--- src/rtl/rom_loader.sv ---
// ROM download to SDRAM write bridge: remaps 16 KB ioctl pages onto SDRAM pages/banks,
// buffers bytes in a small FIFO and issues one req/ack write per byte.
module rom_loader #(
  parameter int         FIFO_AW   = 3,
  parameter logic [7:0] ROM_INDEX = 8'h00,
  parameter logic [8:0] MF2_PAGE  = 9'h1ff
) (
  input  logic        clk_sys,
  input  logic        reset,
  input  logic        ioctl_download,
  input  logic [7:0]  ioctl_index,
  input  logic        ioctl_wr,
  input  logic [24:0] ioctl_addr,
  input  logic [7:0]  ioctl_dout,
  output logic        ioctl_wait,
  output logic        mem_req,
  input  logic        mem_ack,
  output logic [22:0] mem_addr,
  output logic [1:0]  mem_bank,
  output logic [7:0]  mem_dout,
  output logic        busy,
  output logic        done,
  output logic        err_map,
  output logic        err_ovf,
  output logic [7:0]  pages_loaded
);

  localparam int               DEPTH      = 1 << FIFO_AW;
  localparam logic [FIFO_AW:0] C_DEPTH    = (FIFO_AW + 1)'(DEPTH);
  localparam logic [FIFO_AW:0] C_WAIT_LVL = (FIFO_AW + 1)'(DEPTH - 2);

  typedef enum logic {S_IDLE = 1'b0, S_WAIT = 1'b1} state_t;

  state_t             r_state;
  logic [32:0]        r_fifo [DEPTH];
  logic [FIFO_AW-1:0] r_wr_ptr;
  logic [FIFO_AW-1:0] r_rd_ptr;
  logic [FIFO_AW:0]   r_count;
  logic               r_wait;
  logic               r_mem_req;
  logic [22:0]        r_mem_addr;
  logic [1:0]         r_mem_bank;
  logic [7:0]         r_mem_dout;
  logic               r_busy;
  logic               r_done;
  logic               r_err_map;
  logic               r_err_ovf;
  logic [7:0]         r_pages;
  logic               r_dl_prev;

  logic               w_dl_match;
  logic               w_dl_rise;
  logic               w_accept;
  logic [10:0]        w_page;
  logic               w_mapped;
  logic [8:0]         w_hi;
  logic [32:0]        w_entry;
  logic [32:0]        w_head;
  logic [7:0]         w_onehot;
  logic               w_full;
  logic               w_empty;
  logic               w_push;
  logic               w_pop;
  logic [FIFO_AW:0]   w_count_next;
  logic               w_busy_next;

  assign w_dl_match = ioctl_download & (ioctl_index == ROM_INDEX);
  assign w_dl_rise  = w_dl_match & ~r_dl_prev;
  assign w_accept   = ioctl_wr & w_dl_match;
  assign w_page     = ioctl_addr[24:14];
  assign w_mapped   = (w_page[10:3] == 8'd0);
  assign w_onehot   = 8'd1 << w_page[2:0];

  always_comb begin
    w_hi = 9'h000;
    case (w_page[1:0])
      2'd0: w_hi = 9'h000;
      2'd1: w_hi = 9'h100;
      2'd2: w_hi = 9'h107;
      2'd3: w_hi = MF2_PAGE;
      default: w_hi = 9'h000;
    endcase
  end

  assign w_entry = {1'b0, w_page[2], w_hi, ioctl_addr[13:0], ioctl_dout};
  assign w_head  = r_fifo[r_rd_ptr];
  assign w_full  = (r_count == C_DEPTH);
  assign w_empty = (r_count == '0);
  assign w_push  = w_accept & w_mapped & ~w_full;
  assign w_pop   = (r_state == S_WAIT) & mem_ack;

  always_comb begin
    w_count_next = r_count;
    if (w_push && !w_pop)
      w_count_next = r_count + 1'b1;
    else if (!w_push && w_pop)
      w_count_next = r_count - 1'b1;
  end

  // Busy holds until the last queued byte has been acknowledged by SDRAM.
  always_comb begin
    w_busy_next = r_busy;
    if (w_dl_rise)
      w_busy_next = 1'b1;
    else if (!ioctl_download && w_empty && (r_state == S_IDLE))
      w_busy_next = 1'b0;
  end

  // Storage array kept reset-free so it maps onto distributed RAM.
  always_ff @(posedge clk_sys) begin
    if (w_push)
      r_fifo[r_wr_ptr] <= w_entry;
  end

  always_ff @(posedge clk_sys or posedge reset) begin
    if (reset) begin
      r_wr_ptr  <= '0;
      r_rd_ptr  <= '0;
      r_count   <= '0;
      r_wait    <= 1'b0;
      r_busy    <= 1'b0;
      r_done    <= 1'b0;
      r_err_map <= 1'b0;
      r_err_ovf <= 1'b0;
      r_pages   <= 8'd0;
      r_dl_prev <= 1'b0;
    end else begin
      r_dl_prev <= w_dl_match;
      r_count   <= w_count_next;
      r_wait    <= (w_count_next >= C_WAIT_LVL);
      r_busy    <= w_busy_next;
      r_done    <= r_busy & ~w_busy_next;
      if (w_push)
        r_wr_ptr <= r_wr_ptr + 1'b1;
      if (w_pop)
        r_rd_ptr <= r_rd_ptr + 1'b1;
      r_err_map <= (w_dl_rise ? 1'b0 : r_err_map) | (w_accept & ~w_mapped);
      r_err_ovf <= (w_dl_rise ? 1'b0 : r_err_ovf) | (w_accept & w_mapped & w_full);
      r_pages   <= (w_dl_rise ? 8'd0 : r_pages) | (w_push ? w_onehot : 8'd0);
    end
  end

  always_ff @(posedge clk_sys or posedge reset) begin
    if (reset) begin
      r_state    <= S_IDLE;
      r_mem_req  <= 1'b0;
      r_mem_addr <= '0;
      r_mem_bank <= '0;
      r_mem_dout <= '0;
    end else begin
      case (r_state)
        S_IDLE: begin
          if (!w_empty) begin
            {r_mem_bank, r_mem_addr, r_mem_dout} <= w_head;
            r_mem_req <= 1'b1;
            r_state   <= S_WAIT;
          end
        end
        S_WAIT: begin
          if (mem_ack) begin
            r_mem_req <= 1'b0;
            r_state   <= S_IDLE;
          end
        end
        default: begin
          r_mem_req <= 1'b0;
          r_state   <= S_IDLE;
        end
      endcase
    end
  end

  assign ioctl_wait   = r_wait;
  assign mem_req      = r_mem_req;
  assign mem_addr     = r_mem_addr;
  assign mem_bank     = r_mem_bank;
  assign mem_dout     = r_mem_dout;
  assign busy         = r_busy;
  assign done         = r_done;
  assign err_map      = r_err_map;
  assign err_ovf      = r_err_ovf;
  assign pages_loaded = r_pages;

endmodule

--- config.mk ---
export PLATFORM = sky130hd
export DESIGN_NAME = rom_loader
export DESIGN_NICKNAME = d
export VERILOG_FILES = /design/src/rtl/rom_loader.sv
export SDC_FILE = /design/constraint.sdc
export NUM_CORES = 1
export LEC_CHECK = 0
export ABC_AREA = 1
export ABC_CLOCK_PERIOD_IN_PS = 3700
export CORE_MARGIN = 4
export CORE_UTILIZATION = 30
export CTS_BUF_LIST = sky130_fd_sc_hd__clkbuf_8 sky130_fd_sc_hd__clkbuf_16
export DETAILED_ROUTE_END_ITERATION = 10
export SKIP_CTS_REPAIR_TIMING = 1
export SYNTH_ARGS = -nofsm -noshare
export SYNTH_HDL_FRONTEND = slang
export SYNTH_SLANG_ARGS = --single-unit
--- constraint.sdc ---
create_clock -name clk_sys -period 3.7 [get_ports clk_sys]
set_input_delay 0.555 -clock clk_sys [delete_from_list [all_inputs] [get_ports clk_sys]]
set_output_delay 0.555 -clock clk_sys [all_outputs]
set_load 0.005 [all_outputs]
# ---- Word level (Yosys, flattened, before mapping)
# Memories as Yosys holds them, arrays and structs flattened. A register that Yosys moved wholly into a read port is not among the register bits.
# Index checks and enable logic that the tools add are counted.
dict set report classes {
  n_addsub 4
  n_lt_le_gt_ge 1
  n_eq_ne 6
  shifts 1
  mux 17
  bitwise 18
  n_reduce_logical 13
}
# op n
set ops {}
lappend ops {{$pmux 9 s4} 1}
lappend ops {{$logic_not 8->1} 2}
lappend ops {{$mux 8} 2}
lappend ops {{$mux 1} 10}
lappend ops {{$and 1x1->1} 9}
lappend ops {{$mux 4} 2}
lappend ops {{$or 8x8->8} 1}
lappend ops {{$shl 1x3->8 const A} 1}
lappend ops {{$add 3x1->3 const B} 2}
lappend ops {{$not 1->1} 6}
lappend ops {{$add 4x1->4 const B} 1}
lappend ops {{$eq 2x2->1 const B} 2}
lappend ops {{$eq 4x4->1 const B} 1}
lappend ops {{$ge 4x3->1 const B} 1}
lappend ops {{$logic_and 1x1->1} 4}
lappend ops {{$logic_not 4->1} 1}
lappend ops {{$ne 2x2->1 const B} 2}
lappend ops {{$pmux 1 s2} 2}
lappend ops {{$reduce_and 2->1} 2}
lappend ops {{$sub 4x1->4 const B} 1}
lappend ops {{$logic_not 1->1} 3}
lappend ops {{$eq 2x1->1 const B} 1}
lappend ops {{$logic_not 2->1} 1}
lappend ops {{$or 1x1->1} 2}
dict set report totals {
  register_bits 28
  ram_bits 256
  input_bits 46
  out_inout_bits 47
  word_cells 74
  memories 1
}
# memory words width read_ports rd_clocked_by_memory_dff wr line_no
set memory_table {}
lappend memory_table {r_fifo 8 32 1 1 1 35} ;# logic [32:0] r_fifo [DEPTH];

# ---- Longest topological paths before layout
dict set report depth {
  ltp_word 10
  ltp_mapped 12
  mapped_depth_nobuf 12
}

# ---- Worst setup path before layout
# OpenSTA, ideal clock, no wires.
dict set report synth_timing {
  kind {input to register}
  start {input port ioctl_addr[24]}
  end {memory r_fifo[4][0] (netlist bit) (enable)}
  setup_ns 0.442
  t_arrival_ns 3.192
  required_ns 3.258
  slack_ns 0.066
  cell_stages 7
  n_path_buf 1
  cell_sequence {nor2_1 nand2_1 nor2_2 nand4_4 buf_6 or2_4 nor3_1}
}
dict set report synth_between {
  elab_chain_len 5
}
# item line_no
set synth_rtl {}
lappend synth_rtl {{start, declared} 13} ;# input logic [24:0] ioctl_addr,
lappend synth_rtl {{$logic_not 8->1} 71} ;# assign w_mapped = (w_page[10:3] == 8'd0);
lappend synth_rtl {{$and 1x1->1 (2 in series)} 89} ;# assign w_push = w_accept & w_mapped & ~w_full;
lappend synth_rtl {{$mux 1} 111} ;# if (w_push)
lappend synth_rtl {{$mux 1 (implied by the code)} 112} ;# r_fifo[r_wr_ptr] <= w_entry;
lappend synth_rtl {{end, declared} 35}
# No other way between the ends.

==> impl_metrics.env <==
export IMPL_outcome="finished clean"
export IMPL_p_sw_mw=2.55
export IMPL_nets=889
export IMPL_wl_per_cell_um=17.0
export IMPL_cts_tree="done"
export IMPL_fin_crit_sh_pct=63.9
export IMPL_start_util_pct=30.5
export IMPL_grt_pass1_wl_mm=34.8
export IMPL_drc=0
export IMPL_finalSetupViolations=0
export IMPL_critPathKind="reg -> reg"
export IMPL_via_per_inst=4.67
export IMPL_core_mm2=0.0336
export IMPL_wl_met2_mm=10.2
export IMPL_nFillCells=3164
export IMPL_cp_max_fo=62
export IMPL_dieArea_mm2=0.0372
export IMPL_clkPwrFrac_pct=32.0
export IMPL_rsz0062_at_grt="no"
export IMPL_finalHoldViolCount=0
export IMPL_cts_clk_slew_worst_paths_ns=0.06
export IMPL_drive_gt1_share_pct=9.52
export IMPL_syn_mean_instance_area_um2=13.7
export IMPL_arrival_ns=2.83
export IMPL_yosysSeqAreaShare_pct=73.5
export IMPL_finClkSkew_ns=0.0144
export IMPL_initialDrtViolationCount=352
export IMPL_startpoint_type="register"
export IMPL_top_layer_used="met4"
export IMPL_drv_cap=0
export IMPL_yosysWarnings=0
export IMPL_final_common_cell="edfxtp_1"
export IMPL_cts_buffers=28
export IMPL_synth_cells=749
export IMPL_ys_types=31
export IMPL_final_antenna_net_count=0
export IMPL_insertion_delay_ns=0.53
export IMPL_end_kind="register"
export IMPL_ys_flop_type="edfxtp_1"
export IMPL_irDropWorstVdd_mv=0.500
export IMPL_finalWirelength_mm=22.2
export IMPL_synthTopCellsByArea="edfxtp_1 (61%), dfrtp_1 (13%), mux2i_1 (4.0%), o221ai_1 (3.5%), nand2_1 (3.4%)"
export IMPL_synth_nets=799
export IMPL_io_pins=93
export IMPL_synth_largest_area_cell="edfxtp_1"
export IMPL_synth_seq_cells=260
export IMPL_die_h_um=193
export IMPL_seqPwrFrac_pct=43.0
export IMPL_grt_max_degree=63
export IMPL_gp_congestion=0.722
export IMPL_vias=6109
export IMPL_min_period_ns=2.36
export IMPL_combinationalPowerShare_pct=25.0
export IMPL_clock_path_buffers=3
export IMPL_postSynth_asyncResetShare_pct=20.0
export IMPL_dr_wl_met3_mm=1.43
export IMPL_slew_headroom_pct=34.7
export IMPL_internal_power_mw=5.97
export IMPL_die_w_um=193
export IMPL_p_per_area_mw_per_mm2=677
export IMPL_synth_top_cell_area_share_pct=60.8
export IMPL_grt_remaining_overflow=0
export IMPL_cts_root_buffer="clkbuf_16"
export IMPL_fmax_ghz=0.423
export IMPL_final_max_slew_viol_count=0
export IMPL_leakage_nw=4.55
export IMPL_portBuffers=91
export IMPL_antenna_found_initial=0
export IMPL_cp_data_required_time_ns=4.17
export IMPL_final_cell_mix="edfxtp_1 (208), nand2_1 (93), nor2_1 (92)"
export IMPL_clock_sinks=260
export IMPL_finalSetupTns_ns=0
export IMPL_netlist_area_mm2=0.0103
export IMPL_htree_levels=1
export IMPL_grtUsageTotal_pct=11.8
export IMPL_met1_length_mm=10.2
export IMPL_syn_to_final_growth_pct=22.7
export IMPL_hp_class="in -> async"
export IMPL_rows=67
export IMPL_hpwl_mm=13.2
export IMPL_grt_pass1_vias=6320
export IMPL_worst_pin_slew_ns=0.980
export IMPL_layout_core_utilization_pct=37.5
export IMPL_synth_edf_count=208
export IMPL_swShare_pct=29.9
export IMPL_first_pass_iters=4
export IMPL_insertedDiodeCount=0
[layer usage]
metal | GRT usage, % | vias up
li1 | - | 2937
met1 | 16.2 | 2990
met2 | 18.9 | 151
met3 | 3.10 | 31
met4 | 2.64 | 0
met5 | 0 | -
[worst max-delay path: stages, from the launching register on]
cell	delay [ns]
dfrtp_4	0.80
buf_4	0.73
nor2_1	0.11
o32ai_1	0.41
o211ai_1	0.14
nand2_1	0.08
[synthesized netlist by cell type, types with 2 or more instances]
cell type and count:
nor2_1 92, ha_1 4, o221ai_1 41, inv_2 6, nand3_1 24, a32o_1 2
o41ai_1 4, nand3_2 2, buf_2 12, mux2i_1 41, o22ai_1 6, o31ai_1 3
xor2_1 7, clkbuf_1 24, o21ai_0 61, nand2_1 93, edfxtp_1 208, inv_1 21
nor3_1 14, buf_4 11, o211ai_1 5, o32ai_1 5, nor2_2 3, nor2_4 2
dfrtp_1 52
[power by group through the flow]
stage | clock, mW | sequential, mW | combinational, mW
global placement | 0 | 3.73 | 2.13
CTS | 2.80 | 3.67 | 2.18
detailed placement | 0 | 3.73 | 2.17
floorplan | 0 | 3.55 | 1.49
global route | 2.93 | 3.71 | 2.40
finish | 2.72 | 3.67 | 2.13
[worst paths after layout]
kind	start	to	slack [ns]	cells past startpoint
min in group clk_sys	mem_addr[12]$_DFFE_PP0P_	mem_addr[12]$_DFFE_PP0P_	0.48	2
hold / removal	reset	r_count[0]$_DFF_PP0_	0.41	3
setup / recovery	r_rd_ptr[0]$_DFFE_PP0P_	mem_addr[11]$_DFFE_PP0P_	1.34	5
max in group asynchronous	reset	r_rd_ptr[0]$_DFFE_PP0P_	2.90	3
setup reg to reg	r_rd_ptr[0]$_DFFE_PP0P_	mem_addr[11]$_DFFE_PP0P_	1.34	5
hold reg to reg	mem_addr[12]$_DFFE_PP0P_	mem_addr[12]$_DFFE_PP0P_	0.48	2
[kinds of logic (layout without fill, tap and decap cells)]
family / Yosys count / count (layout) / synth area share, %
fa+ha+maj: 4 / 4 / 0.488
other cells: 1 / 1 / 0.0365
flops: 260 / 260 / 73.5
compound gates: 128 / 128 / 8.43
xor+xnor: 7 / 7 / 0.597
simple gates: 233 / 233 / 9.57
buf+inv: 75 / 187 / 3.36
mux: 41 / 41 / 4.00
[sequential cells by signal, indices dropped and copies added, names as in the netlist, 3 cells and up]
register and cells:
pages_loaded 8, r_fifo 208, r_rd_ptr 3, r_wr_ptr 3, mem_addr 17, mem_dout 8
r_count 4
[area by class of cell]
class	count	area [um2]	area share, %
Clock inverter	21	164	1.30
Tap cell	448	561	4.45
Sequential cell	260	7550	60.0
Multi-Input combinational cell	414	2410	19.2
Inverter	27	101	0.805
Timing Repair Buffer	108	1050	8.34
Clock buffer	31	753	5.98
[per-stage QoR]
| stage | worst slack [ns] | power (mW) | hold WS (ns) | std cells | cell area [um2] |
|---|---|---|---|---|---|
| floorplan | 0.0662 | 5.04 | 0.470 | 749 | 10300 |
| global route | 1.13 | 9.04 | 0.441 | 1309 | 12600 |
| finish | 1.34 | 8.52 | 0.412 | 1309 | 12600 |
| CTS | 1.30 | 8.65 | 0.408 | 1309 | 12600 |
| global placement | 0.900 | 5.86 | 0.461 | 1257 | 11700 |
| detailed placement | 0.812 | 5.90 | 0.467 | 1257 | 11700 |
Note: power is estimated with default switching activity, not from simulation.
